--- src/rtl/ahb_simple_master.sv ---
// AHB-Lite single-master initiator: turns a valid/ready command stream into pipelined
// single-word NONSEQ transfers and returns one in-order response per command.
module ahb_simple_master #(
    parameter logic [3:0]  HPROT_VAL = 4'b0011,
    parameter int unsigned TIMEOUT   = 16
) (
    input  logic        hclk,
    input  logic        hresetn,
    // command stream
    input  logic        cmd_valid,
    output logic        cmd_ready,
    input  logic        cmd_write,
    input  logic [31:0] cmd_addr,
    input  logic [31:0] cmd_wdata,
    // response stream
    output logic        rsp_valid,
    output logic        rsp_write,
    output logic [31:0] rsp_rdata,
    output logic        rsp_err,
    // watchdog
    output logic        hang,
    input  logic        hang_clr,
    // AHB-Lite master interface
    output logic [31:0] haddr,
    output logic        hwrite,
    output logic [2:0]  hsize,
    output logic [2:0]  hburst,
    output logic [3:0]  hprot,
    output logic [1:0]  htrans,
    output logic        hmastlock,
    output logic [31:0] hwdata,
    input  logic        hready,
    input  logic        hresp,
    input  logic [31:0] hrdata
);

    localparam int unsigned CW = $clog2(TIMEOUT + 1);

    logic        aph_valid;
    logic [31:0] aph_addr;
    logic        aph_write;
    logic [31:0] aph_wdata;

    logic        dph_valid;
    logic        dph_write;
    logic [31:0] dph_wdata;

    logic [CW-1:0] wdog_cnt;

    logic accept;
    logic complete;
    logic stall;
    logic hang_set;

    // The address slot frees up either when it is empty or when the bus advances.
    assign cmd_ready = !aph_valid || hready;
    assign accept    = cmd_valid && cmd_ready;
    assign complete  = dph_valid && hready;
    assign stall     = dph_valid && !hready;
    assign hang_set  = stall && (wdog_cnt == CW'(TIMEOUT - 1));

    // Address phase. Its registers hold while a stalled data phase blocks the bus,
    // and haddr/hwrite keep their last values when the slot goes idle.
    // NOTE: state registers use non-blocking (<=) so every flop samples pre-edge values.
    always_ff @(posedge hclk or negedge hresetn) begin
        if (!hresetn) begin
            aph_valid <= 1'b0;
            aph_addr  <= '0;
            aph_write <= 1'b0;
            aph_wdata <= '0;
        end else if (cmd_ready) begin
            aph_valid <= accept;
            if (accept) begin
                aph_addr  <= cmd_addr & ~32'h3;
                aph_write <= cmd_write;
                aph_wdata <= cmd_wdata;
            end
        end
    end

    // Data phase: the address phase moves here whenever the bus reports ready.
    always_ff @(posedge hclk or negedge hresetn) begin
        if (!hresetn) begin
            dph_valid <= 1'b0;
            dph_write <= 1'b0;
            dph_wdata <= '0;
        end else if (hready) begin
            dph_valid <= aph_valid;
            dph_write <= aph_write;
            dph_wdata <= aph_wdata;
        end
    end

    // One-cycle response pulse after each completed data phase.
    always_ff @(posedge hclk or negedge hresetn) begin
        if (!hresetn) begin
            rsp_valid <= 1'b0;
            rsp_write <= 1'b0;
            rsp_err   <= 1'b0;
            rsp_rdata <= '0;
        end else begin
            rsp_valid <= complete;
            rsp_write <= complete && dph_write;
            rsp_err   <= complete && hresp;
            rsp_rdata <= (complete && !dph_write) ? hrdata : '0;
        end
    end

    // Watchdog: counts consecutive wait states, saturating at TIMEOUT.
    always_ff @(posedge hclk or negedge hresetn) begin
        if (!hresetn) begin
            wdog_cnt <= '0;
        end else if (!stall) begin
            wdog_cnt <= '0;
        end else if (wdog_cnt != CW'(TIMEOUT)) begin
            wdog_cnt <= wdog_cnt + CW'(1);
        end
    end

    // Setting has priority so a clear in the same cycle cannot mask a fresh hang.
    always_ff @(posedge hclk or negedge hresetn) begin
        if (!hresetn) begin
            hang <= 1'b0;
        end else if (hang_set) begin
            hang <= 1'b1;
        end else if (hang_clr) begin
            hang <= 1'b0;
        end
    end

    assign haddr     = aph_addr;
    assign hwrite    = aph_write;
    assign htrans    = aph_valid ? 2'b10 : 2'b00;
    assign hwdata    = dph_wdata;
    assign hsize     = 3'b010;
    assign hburst    = 3'b000;
    assign hprot     = HPROT_VAL;
    assign hmastlock = 1'b0;

endmodule

--- config.mk ---
export PLATFORM = sky130hd
export DESIGN_NAME = ahb_simple_master
export DESIGN_NICKNAME = d
export VERILOG_FILES = /design/src/rtl/ahb_simple_master.sv
export SDC_FILE = /design/constraint.sdc
export NUM_CORES = 1
export LEC_CHECK = 0
export ABC_AREA = 1
export CELL_PAD_IN_SITES_DETAIL_PLACEMENT = 0
export CELL_PAD_IN_SITES_GLOBAL_PLACEMENT = 1
export CORE_MARGIN = 4
export CORE_UTILIZATION = 29
export CTS_CLUSTER_SIZE = 8
export DETAILED_ROUTE_END_ITERATION = 8
export PLACE_DENSITY_LB_ADDON = 0.1
export SYNTH_ARGS = -nofsm -noshare
export SYNTH_HDL_FRONTEND = slang
export SYNTH_SLANG_ARGS = --single-unit
--- constraint.sdc ---
create_clock -name hclk -period 1.1 [get_ports hclk]
set_input_delay 0.165 -clock hclk [delete_from_list [all_inputs] [get_ports hclk]]
set_output_delay 0.165 -clock hclk [all_outputs]
set_load 0.01 [all_outputs]
==> results.cfg <==
[synth]
synth-xor-area-share = 0.00159
synthCells = 589
seq_area_frac_synth = 0.632
synth_area_leaders = dfrtp_1, nand2_1, nand3_1
synthSimpleGateAreaFrac = 0.272
synth_top_family_by_area = simple AND/OR/NAND/NOR gates
synth-compound-area-share = 0.00273
synthesis.area_um2 = 5510
synth_top_area_share = 0.632
postSynthAreaPerCell_um2 = 9.35
ys_warn_count = 0
synth_seq_cells = 139
synth_fa_ha_area_frac = 0.00682
synth_area_leader_cell = dfrtp_1
synth.area.mux_share = 0
ys_types = 18

[floorplanning]
fp.dieH_um = 146
die_area_um2 = 21300
ios = 218
chipWidth_um = 146
rows = 50
coreArea_um2 = 18700
initial_core_util = 0.294

[timing]
slew_viol_final = 0
whs_ns = 0.171
fmax_mhz = 808
layout_setup_ws_ns = -0.137
skew_ns = 0.0114
fin_crit_sh = 1.12
period_minus_slack_ns = 1.24
rsz0062_at_grt = true
finalSetupViolCount = 100
hold_viol_final = 0

[routing]
first_pass_iters = 7
wirelength_mm = 16.7
route.detailed.drc = 0
routed_via_density = 4.25
vias = 4703
drt-wirelength-per-cell_um = 15.1
drt_iter0_drc = 187
drtAntennaViolNets = 0

[pwr]
irDropWorstVdd_mv = 1.07
power_density_nw_per_um2 = 1620
p_total_mw = 14.5
p_leak_nw = 4.74

[critical_path]
r2r_start = wdog_cnt[0]
setup.worst_path.class = reg -> reg
cp-start-kind = register
reg2reg_depth = 5
rrSetupSlack_ns = -0.14
cp-end-kind = register
critPathArrivalTime_ns = 1.58
reg2reg_to = wdog_cnt[4]
cp_max_fo = 4
critPathRequiredTime_ns = 1.44

[grt]
grt_usage = 0.149
grt_start_max_net_pins = 37
grt-ovfl-total = 0
grt_pass1_wl_mm = 25.0
grt_pass1_vias = 4747
grt_antenna_before_repair = 0

[finish]
diodes = 0
area_growth_pct = 62.1
drive_gt1_frac = 0.339
nNetsFinal = 965
fill_cells = 1797
fin_util = 0.477
final_common_cell = nand2_1
layout_common_cells = nand2_1, dfrtp_1, clkdlybuf4s50_1
layoutNonFillerInstCount = 1106

[clock_tree]
cts_sinks = 139
cts-root-buf = clkbuf_16
cts_max_path_buffers = 2
insertion_delay_ns = 0.42
cts_tree = yes
path_clk_slew_ns = 0.06
numCtsBuffers = 17
cts_max_level = 4

[job]
cap_violations = 0

[run_status]
status = finished, violations left
violations = negative setup slack

[placed_design]
post-place-ws_ns = -0.128
dp.cells = 1021
globalplace.congestion = 0.730
portBuffers = 201
place_hpwl_mm = 10.6

[min_path]
hold_depth = 4
hp-class = in -> reg
whs_endpoint = rsp_valid
min_from = hready
## flip-flops by register name, summed over array words and instances (netlist names)
name,cells
aph_wdata,32
hwdata,32
rsp_write,1
wdog_cnt,5
rsp_err,1
hang,1
rsp_rdata,32
dph_write,1
hwrite,1
dph_valid,1
aph_valid,1
rsp_valid,1
haddr,30
## area by class of cell
| type | count | area, µm² | area share |
|---|---|---|---|
| Clock inverter | 13 | 118 | 0.0132 |
| Multi-Input combinational cell | 373 | 1790 | 0.200 |
| Tap cell | 234 | 293 | 0.0328 |
| Sequential cell | 139 | 3480 | 0.390 |
| Clock buffer | 19 | 453 | 0.0507 |
| Timing Repair Buffer | 284 | 2630 | 0.295 |
| Inverter | 44 | 165 | 0.0185 |
## stage by stage
stage / cell area (µm²) / TNS (ns)
after floorplan: 5550 / -0.0235
after CTS: 8370 / -4.96
after detailed placement: 7860 / -2.20
final: 8930 / -2.66
after global placement: 7860 / -1.40
after global routing: 8930 / -9.16
## report_power, final
part	switching, mW	internal (mW)
Sequential	0.324	5.69
Combinational	1.37	1.59
Clock	2.27	3.23
Total	3.96	10.5
## worst max-delay path by stage
stage | from | end | cells after the start
after global routing | wdog_cnt[0] | wdog_cnt[4] | 5
after global placement | aph_valid | cmd_ready | 2
after detailed placement | aph_valid | cmd_ready | 2
after CTS | aph_valid | cmd_ready | 2
after floorplan | wdog_cnt[0] | wdog_cnt[4] | 5
final | wdog_cnt[0] | wdog_cnt[4] | 5
## cell usage after synthesis (all sizes together)
library cell  count
nor2             42
o21ai             3
ha                3
nand2           241
dfrtp           139
conb              2
buf              42
clkbuf            3
xnor2             1
nand4             1
nand3            68
inv              44
## metal layers
metal	part of all wire	global-route usage	vias to the layer above
met4	0.019	0.0613	0
met1	0.41	0.170	2256
li1	-	-	2313
met3	0.061	0.0458	17
met5	0	0	-
met2	0.51	0.260	117
## logic make-up after synthesis
family | after synthesis
DFF | 139
buffers and inverters | 89
and+or+nand+nor | 352
adders and majority gates | 3
AOI/OAI and AO/OA | 3
xor gates and xnor gates | 1
other | 2
## repair_timing
item	CTS	global route
setup buffers	18	24
endpoints found under the setup margin	169	171
resized for setup	454	59
hold buffers	1	0
pin swaps	1	10
gates cloned	2	9
hold endpoints to repair	139	0
## worst max-delay path: stages (launching register included)
cell and delay [ns]:
dfrtp_1 0.40, ha_2 0.21, nand2_1 0.05, nor2_1 0.10
ha_1 0.24, o21ai_1 0.16
(Power assumes the default switching activity.)
